`config.mk`:
```
export PLATFORM = sky130hd
export DESIGN_NAME = dma_engine_flat
export DESIGN_NICKNAME = d
export VERILOG_FILES = /design/src/rtl/dma_engine_pkg.sv /design/src/rtl/dma_engine_if.sv /design/src/rtl/dma_engine.sv /design/src/flat_wrapper.sv
export SDC_FILE = /design/constraint.sdc
export NUM_CORES = 1
export LEC_CHECK = 0
export ABC_AREA = 1
export CORE_MARGIN = 10
export CORE_UTILIZATION = 40
export DETAILED_ROUTE_END_ITERATION = 8
export HOLD_SLACK_MARGIN = 0.05
export PLACE_DENSITY = 0.77
export SYNTH_ARGS = -nofsm -noshare
export SYNTH_HDL_FRONTEND = slang
export SYNTH_SLANG_ARGS = --single-unit
export TNS_END_PERCENT = 1
```
`constraint.sdc`:
```
create_clock -name clk -period 2.2 [get_ports clk]
set_input_delay 0.22 -clock clk [delete_from_list [all_inputs] [get_ports clk]]
set_output_delay 0.22 -clock clk [all_outputs]
set_load 0.02 [all_outputs]
```
`src/rtl/dma_engine_pkg.sv`:
```
// Shared DMA types and constants: FSM state encoding, IO window bases
// common with the decoder, and the byte-strobe helper.
package dma_engine_pkg;

  localparam int DATA_W     = 32;
  localparam int STRB_W     = DATA_W / 8;
  localparam int WORD_BYTES = 4;

  localparam logic [31:0] IO0_ADDR = 32'h0004_0000;
  localparam logic [31:0] IO1_ADDR = 32'h0004_2000;
  localparam logic [31:0] IO2_ADDR = 32'h0004_4000;
  localparam logic [31:0] IO3_ADDR = 32'h0004_6000;

  typedef enum logic [2:0] {
    ST_IDLE,
    ST_RD_REQ,
    ST_RD_WAIT,
    ST_WR_REQ,
    ST_DONE
  } dma_state_e;

  // Full word while at least 4 bytes remain; otherwise enable only the low tail lanes.
  function automatic logic [STRB_W-1:0] strb_from_remaining(input logic [31:0] remaining);
    logic [STRB_W-1:0] strb;
    strb = '0;
    if (remaining >= 32'(WORD_BYTES)) begin
      strb = 4'b1111;
    end else begin
      case (remaining[1:0])
        2'd3:    strb = 4'b0111;
        2'd2:    strb = 4'b0011;
        2'd1:    strb = 4'b0001;
        default: strb = 4'b0000;
      endcase
    end
    return strb;
  endfunction

endpackage

```
`src/rtl/dma_engine_if.sv`:
```
// Request/grant read and write bus between the DMA engine (master)
// and the memory/peripheral side (slave).
interface dma_engine_if #(
  parameter int ADDR_W = 32
) ();
  import dma_engine_pkg::*;

  logic              rd_req;
  logic [ADDR_W-1:0] rd_addr;
  logic              rd_gnt;
  logic              rd_valid;
  logic [DATA_W-1:0] rd_data;

  logic              wr_req;
  logic [ADDR_W-1:0] wr_addr;
  logic [DATA_W-1:0] wr_data;
  logic [STRB_W-1:0] wr_strb;
  logic              wr_gnt;

  modport master (
    output rd_req, rd_addr,
    input  rd_gnt, rd_valid, rd_data,
    output wr_req, wr_addr, wr_data, wr_strb,
    input  wr_gnt
  );

  modport slave (
    input  rd_req, rd_addr,
    output rd_gnt, rd_valid, rd_data,
    input  wr_req, wr_addr, wr_data, wr_strb,
    output wr_gnt
  );

endinterface

```
`src/rtl/dma_engine.sv`:
```
// Single-channel word-by-word DMA engine: one read, then one write per word,
// with busy held for the whole transfer and a one-cycle done pulse.
module dma_engine
  import dma_engine_pkg::*;
#(
  parameter int ADDR_W = 32,
  parameter int LEN_W  = 6
) (
  input  logic              clk,
  input  logic              rst_n,
  input  logic              dma_en,
  input  logic [ADDR_W-1:0] read_addr,
  input  logic [ADDR_W-1:0] write_addr,
  input  logic [31:0]       byte_length,
  output logic              dma_busy,
  output logic              dma_done,
  dma_engine_if.master      bus
);

  dma_state_e        state, state_d;
  logic [ADDR_W-1:0] src, src_d;
  logic [ADDR_W-1:0] dst, dst_d;
  logic [LEN_W-1:0]  remaining, remaining_d;
  logic [DATA_W-1:0] buffer, buffer_d;

  logic              rd_req_q;
  logic [ADDR_W-1:0] rd_addr_q;
  logic              wr_req_q;
  logic [ADDR_W-1:0] wr_addr_q;
  logic [DATA_W-1:0] wr_data_q;
  logic [STRB_W-1:0] wr_strb_q;
  logic              busy_q;
  logic              done_q;

  logic [LEN_W-1:0]  len_in;
  logic              unused_len_hi;

  assign len_in        = byte_length[LEN_W-1:0];
  assign unused_len_hi = ^byte_length[31:LEN_W];

  always_comb begin
    state_d     = state;
    src_d       = src;
    dst_d       = dst;
    remaining_d = remaining;
    buffer_d    = buffer;
    case (state)
      ST_IDLE: begin
        if (dma_en) begin
          src_d       = read_addr;
          dst_d       = write_addr;
          remaining_d = len_in;
          state_d     = (len_in != '0) ? ST_RD_REQ : ST_DONE;
        end
      end
      ST_RD_REQ: begin
        if (bus.rd_gnt) state_d = ST_RD_WAIT;
      end
      ST_RD_WAIT: begin
        if (bus.rd_valid) begin
          buffer_d = bus.rd_data;
          state_d  = ST_WR_REQ;
        end
      end
      ST_WR_REQ: begin
        if (bus.wr_gnt) begin
          remaining_d = (remaining >= LEN_W'(WORD_BYTES)) ? remaining - LEN_W'(WORD_BYTES) : '0;
          src_d       = src + ADDR_W'(WORD_BYTES);
          dst_d       = dst + ADDR_W'(WORD_BYTES);
          state_d     = (remaining_d == '0) ? ST_DONE : ST_RD_REQ;
        end
      end
      ST_DONE: begin
        state_d = ST_IDLE;
      end
      default: begin
        state_d = ST_IDLE;
      end
    endcase
  end

  always_ff @(posedge clk or negedge rst_n) begin
    if (!rst_n) begin
      state     <= ST_IDLE;
      src       <= '0;
      dst       <= '0;
      remaining <= '0;
      buffer    <= '0;
    end else begin
      state     <= state_d;
      src       <= src_d;
      dst       <= dst_d;
      remaining <= remaining_d;
      buffer    <= buffer_d;
    end
  end

  // Outputs are registered from next-state values so they appear in the
  // first cycle of each state and cannot glitch while waiting for a grant.
  always_ff @(posedge clk or negedge rst_n) begin
    if (!rst_n) begin
      rd_req_q  <= 1'b0;
      rd_addr_q <= '0;
      wr_req_q  <= 1'b0;
      wr_addr_q <= '0;
      wr_data_q <= '0;
      wr_strb_q <= '0;
      busy_q    <= 1'b0;
      done_q    <= 1'b0;
    end else begin
      rd_req_q  <= (state_d == ST_RD_REQ);
      rd_addr_q <= (state_d == ST_RD_REQ) ? src_d : '0;
      wr_req_q  <= (state_d == ST_WR_REQ);
      wr_addr_q <= (state_d == ST_WR_REQ) ? dst_d : '0;
      wr_data_q <= (state_d == ST_WR_REQ) ? buffer_d : '0;
      wr_strb_q <= (state_d == ST_WR_REQ) ? strb_from_remaining(32'(remaining_d)) : '0;
      busy_q    <= (state_d != ST_IDLE);
      done_q    <= (state_d == ST_DONE);
    end
  end

  assign bus.rd_req  = rd_req_q;
  assign bus.rd_addr = rd_addr_q;
  assign bus.wr_req  = wr_req_q;
  assign bus.wr_addr = wr_addr_q;
  assign bus.wr_data = wr_data_q;
  assign bus.wr_strb = wr_strb_q;
  assign dma_busy    = busy_q;
  assign dma_done    = done_q;

endmodule

```
`src/flat_wrapper.sv`:
```
// flat-port wrapper written by rule: the top's interface ports become plain ports
module dma_engine_flat import dma_engine_pkg::*;
#(
  parameter int ADDR_W = 32,
  parameter int LEN_W  = 6
)
  (clk, rst_n, dma_en, read_addr, write_addr, byte_length, dma_busy, dma_done, bus_rd_req, bus_rd_addr, bus_rd_gnt, bus_rd_valid, bus_rd_data, bus_wr_req, bus_wr_addr, bus_wr_data, bus_wr_strb, bus_wr_gnt);
  dma_engine_if #(.ADDR_W(ADDR_W)) bus_i ();
  input  logic clk;
  input  logic rst_n;
  input  logic dma_en;
  input  logic [ADDR_W-1:0] read_addr;
  input  logic [ADDR_W-1:0] write_addr;
  input  logic [31:0] byte_length;
  output logic dma_busy;
  output logic dma_done;
  output wire logic [$bits(bus_i.rd_req)-1:0] bus_rd_req;
  output wire logic [$bits(bus_i.rd_addr)-1:0] bus_rd_addr;
  input wire logic [$bits(bus_i.rd_gnt)-1:0] bus_rd_gnt;
  input wire logic [$bits(bus_i.rd_valid)-1:0] bus_rd_valid;
  input wire logic [$bits(bus_i.rd_data)-1:0] bus_rd_data;
  output wire logic [$bits(bus_i.wr_req)-1:0] bus_wr_req;
  output wire logic [$bits(bus_i.wr_addr)-1:0] bus_wr_addr;
  output wire logic [$bits(bus_i.wr_data)-1:0] bus_wr_data;
  output wire logic [$bits(bus_i.wr_strb)-1:0] bus_wr_strb;
  input wire logic [$bits(bus_i.wr_gnt)-1:0] bus_wr_gnt;
  assign bus_rd_req = bus_i.rd_req;
  assign bus_rd_addr = bus_i.rd_addr;
  assign bus_i.rd_gnt = bus_rd_gnt;
  assign bus_i.rd_valid = bus_rd_valid;
  assign bus_i.rd_data = bus_rd_data;
  assign bus_wr_req = bus_i.wr_req;
  assign bus_wr_addr = bus_i.wr_addr;
  assign bus_wr_data = bus_i.wr_data;
  assign bus_wr_strb = bus_i.wr_strb;
  assign bus_i.wr_gnt = bus_wr_gnt;
  dma_engine #(.ADDR_W(ADDR_W), .LEN_W(LEN_W)) u_core (.clk(clk), .rst_n(rst_n), .dma_en(dma_en), .read_addr(read_addr), .write_addr(write_addr), .byte_length(byte_length), .dma_busy(dma_busy), .dma_done(dma_done), .bus(bus_i));
endmodule
```
==> impl_metrics.env <==
export IMPL_vias_per_cell=4.848
export IMPL_path_class="reg2reg"
export IMPL_clock_skew_ps=12.00
export IMPL_tritoncts="done"
export IMPL_wl_per_cell_um=16.33
export IMPL_grt_use_met3_pct=3.761
export IMPL_drive_above_1_share_pct=8.051
export IMPL_synth_edf_count=0
export IMPL_async_flop_share_pct=100.0
export IMPL_finalNetCount=1599
export IMPL_area_delta_synth_final_pct=34.19
export IMPL_clock_fmax_mhz=481.0
export IMPL_power_density_nw_per_um2=1388
export IMPL_end_kind="flop"
export IMPL_io_pins=238
export IMPL_antenna_found_initial=4
export IMPL_slew_viol_final=0
export IMPL_cts_buffer_depth=3
export IMPL_start_util_pct=40.71
export IMPL_cts_root_buffer="clkbuf_16"
export IMPL_placedCellCount=1759
export IMPL_num_vias=8756
export IMPL_top_usage_layer="met2"
export IMPL_synth_top_cell_area_share_pct=52.67
export IMPL_synth_area_leaders="dfrtp_1 (53%), nand2_1 (11%), inv_1 (8.2%), o21ai_0 (3.9%), nor2_1 (3.9%)"
export IMPL_path_buf_inv=3
export IMPL_grt_max_degree=86
export IMPL_die_area_um2=31530
export IMPL_fp_row_count=57
export IMPL_first_iter_violations=775
export IMPL_fin_area_um2=13320
export IMPL_r2r_setup_slack_ps=120
export IMPL_required_ps=2580
export IMPL_die_w_um=177.6
export IMPL_numClockSinks=209
export IMPL_clock_latency_ps=510
export IMPL_status="completed"
export IMPL_cts_max_level=1
export IMPL_drc=0
export IMPL_r2r_cells=12
export IMPL_synth_largest_area_cell="dfrtp_1"
export IMPL_grt_pass1_wl_um=46900
export IMPL_cts_buffers=23
export IMPL_crit_chain="inv_1 > ha_1 > nand3_2 > inv_2 > nand2_2 > o21ai_0 > nand2_1 > o21ai_2 > nand2_2 > nand2_2 > buf_12 > a21oi_1"
export IMPL_whs_ps=202.1
export IMPL_hold_violations=0
export IMPL_slew_headroom_pct=63.60
export IMPL_wl_um=29490
export IMPL_met2_usage_pct=30.77
export IMPL_fillerInstances=2281
export IMPL_start_kind="flop"
export IMPL_setup_violations=0
export IMPL_critical_path_startpoint="u_core.remaining[2]"
export IMPL_cp_depth=12
export IMPL_drt_antenna_violating_nets=0
export IMPL_path_clk_slew_ps=60
export IMPL_layoutNonFillerInstCount=1806
export IMPL_gp_congestion=0.9110
export IMPL_cp_max_fo=32
export IMPL_syn_area_um2=9930
export IMPL_ys_seq_elements=209
export IMPL_reg2reg_to="u_core.bus.wr_addr[15]"
export IMPL_hp_class="in2async"
export IMPL_coreArea_um2=24390
export IMPL_avgSynthCellArea_um2=8.060
export IMPL_crit_path_end="u_core.bus.wr_addr[15]"
export IMPL_max_stage_delay_ps=400
export IMPL_setup_tns_ps=0
export IMPL_port_buffer_count=211
export IMPL_yosys_warnings=0
export IMPL_post_cts_buffers=0
export IMPL_track_usage_pct=18.48
export IMPL_dieHeight_um=177.6
export IMPL_worstReg2RegStart="u_core.remaining[2]"
export IMPL_firstDrtPassIters=5
export IMPL_multi_input_area_um2=3601
export IMPL_rsz0062_at_grt="no"
export IMPL_grt_overflow=0
export IMPL_leakage_nw=6.519
export IMPL_critical_path_most_common_cell="nand2_2"
export IMPL_ys_seq_area_share_pct=52.67
export IMPL_cp_arrival_ps=2460
export IMPL_syn_nets=1370
export IMPL_worst_pin_slew_ps=541.9
export IMPL_seq_area_um2=5230
export IMPL_met1_usage_pct=23.03
export IMPL_finalPower_w=0.01850
export IMPL_layout_min_cycle_time_ps=2079
export IMPL_synth_ff_type="dfrtp_1"
export IMPL_crit_slowest_cell="dfrtp_1"
export IMPL_crit_family="simple AND/OR/NAND/NOR gates"
export IMPL_grt_pass1_vias=8877
export IMPL_ys_types=40
export IMPL_period_share_pct=94.50
export IMPL_place_hpwl_um=21740
export IMPL_peakVddDrop_mv=0.7506
export IMPL_place_area_um2=12530
export IMPL_synthCells=1232
export IMPL_drv_cap=0
==> registers in the layout (all words and copies together), names as in the netlist <==
register	cells
u_core.buffer	32
u_core.bus.rd_addr	32
u_core.bus.wr_addr	32
u_core.bus.wr_data	32
u_core.dst	32
u_core.src	32
u_core.remaining	6
u_core.bus.wr_strb	4
u_core.state	3
u_core.bus.rd_req	1
u_core.bus.wr_req	1
u_core.dma_busy	1
u_core.dma_done	1
==> cell type report <==
class | count | share of cell area [%]
diodes | 4 | 0.07512
repair buffers | 240 | 18.22
flip-flops and latches | 209 | 39.25
well taps | 324 | 3.043
inverters | 233 | 6.583
multi-input cells | 754 | 27.03
clock buffers | 32 | 4.949
clock inverters | 10 | 0.8545
==> per-stage QoR <==
step	utilization [%]	setup slack, ps
4_1_cts	54.57	83.93
6_report	54.63	121.0
3_3_place_gp	51.36	105.6
5_1_grt	54.63	10.04
2_1_floorplan	-	404.2
3_5_place_dp	51.36	86.16
==> worst reg2reg max path: stages (launching register included) <==
cell	delay [ps]
dfrtp_1	400
inv_1	130
ha_1	230
nand3_2	100
inv_2	70
nand2_2	90
o21ai_0	90
nand2_1	110
o21ai_2	150
nand2_2	100
nand2_2	130
buf_12	220
a21oi_1	120
==> where the power goes <==
part	internal, W	switching [W]
sequential	0.00537	0.000896
clock	0.00233	0.00157
combinational	0.00312	0.00522
total	0.0108	0.00768
==> logic make-up after synthesis <==
kind of cell / synth area share (%)
AOI/OAI and AO/OA: 12.60
xor gates and xnor gates: 0.7057
adders and majority gates: 0.5041
buffers and inverters: 11.06
DFF: 52.67
and+or+nand+nor: 22.45
==> metal layers <==
metal	up-vias	wire length [um]
met1	4103	12020
met4	0	1042
met5	-	0
met3	50	2088
li1	4315	-
met2	288	14340
==> synth_stat cells (7+ instances only) <==
cell	number
dfrtp_1	209
o21ai_0	78
buf_4	8
buf_2	15
o21ai_1	33
a21oi_2	10
nand2_1	285
inv_2	14
xor2_1	8
inv_1	218
nor3_1	10
nand2_2	7
nor2_1	104
a21o_1	9
a21oi_1	76
nand3_1	68
clkbuf_1	7
nand4_1	22
==> how the worst min path moves through the flow <==
stage / start / cells after the start / slack (ps) / endpoint
global placement: rst_n / 1 / 180 / u_core.bus.rd_addr[13]
global route: rst_n / 2 / 250 / u_core.bus.rd_addr[13]
detailed placement: rst_n / 1 / 180 / u_core.bus.rd_addr[5]
finish: rst_n / 2 / 200 / u_core.bus.rd_addr[5]
CTS: rst_n / 2 / 200 / u_core.bus.rd_addr[5]
floorplan: rst_n / 0 / -80 / u_core.buffer[0]
==> timing repair <==
action | in CTS | in global routing
endpoints found under the hold margin | 57 | 0
hold buffers | 1 | 0
gates resized for setup | 0 | 1
setup endpoints to repair | 0 | 25
==> cell usage in the layout, fill, tap and decap left out, types with 7 or more instances in the layout <==
cell type / synthesis / layout
o21ai_0: 78 / 78
inv_2: 14 / 14
clkbuf_16: 0 / 23
a21o_1: 9 / 9
o21ai_1: 33 / 33
nor3_1: 10 / 10
dfrtp_1: 209 / 209
nand3_1: 68 / 68
a21oi_2: 10 / 10
xor2_1: 8 / 8
inv_1: 218 / 218
nand2_2: 7 / 7
a21oi_1: 76 / 76
buf_12: 0 / 7
nand2_1: 285 / 285
nor2_1: 104 / 104
clkdlybuf4s50_1: 0 / 210
nand4_1: 22 / 22
buf_4: 8 / 20
Note: power is estimated with default switching activity, not from simulation.
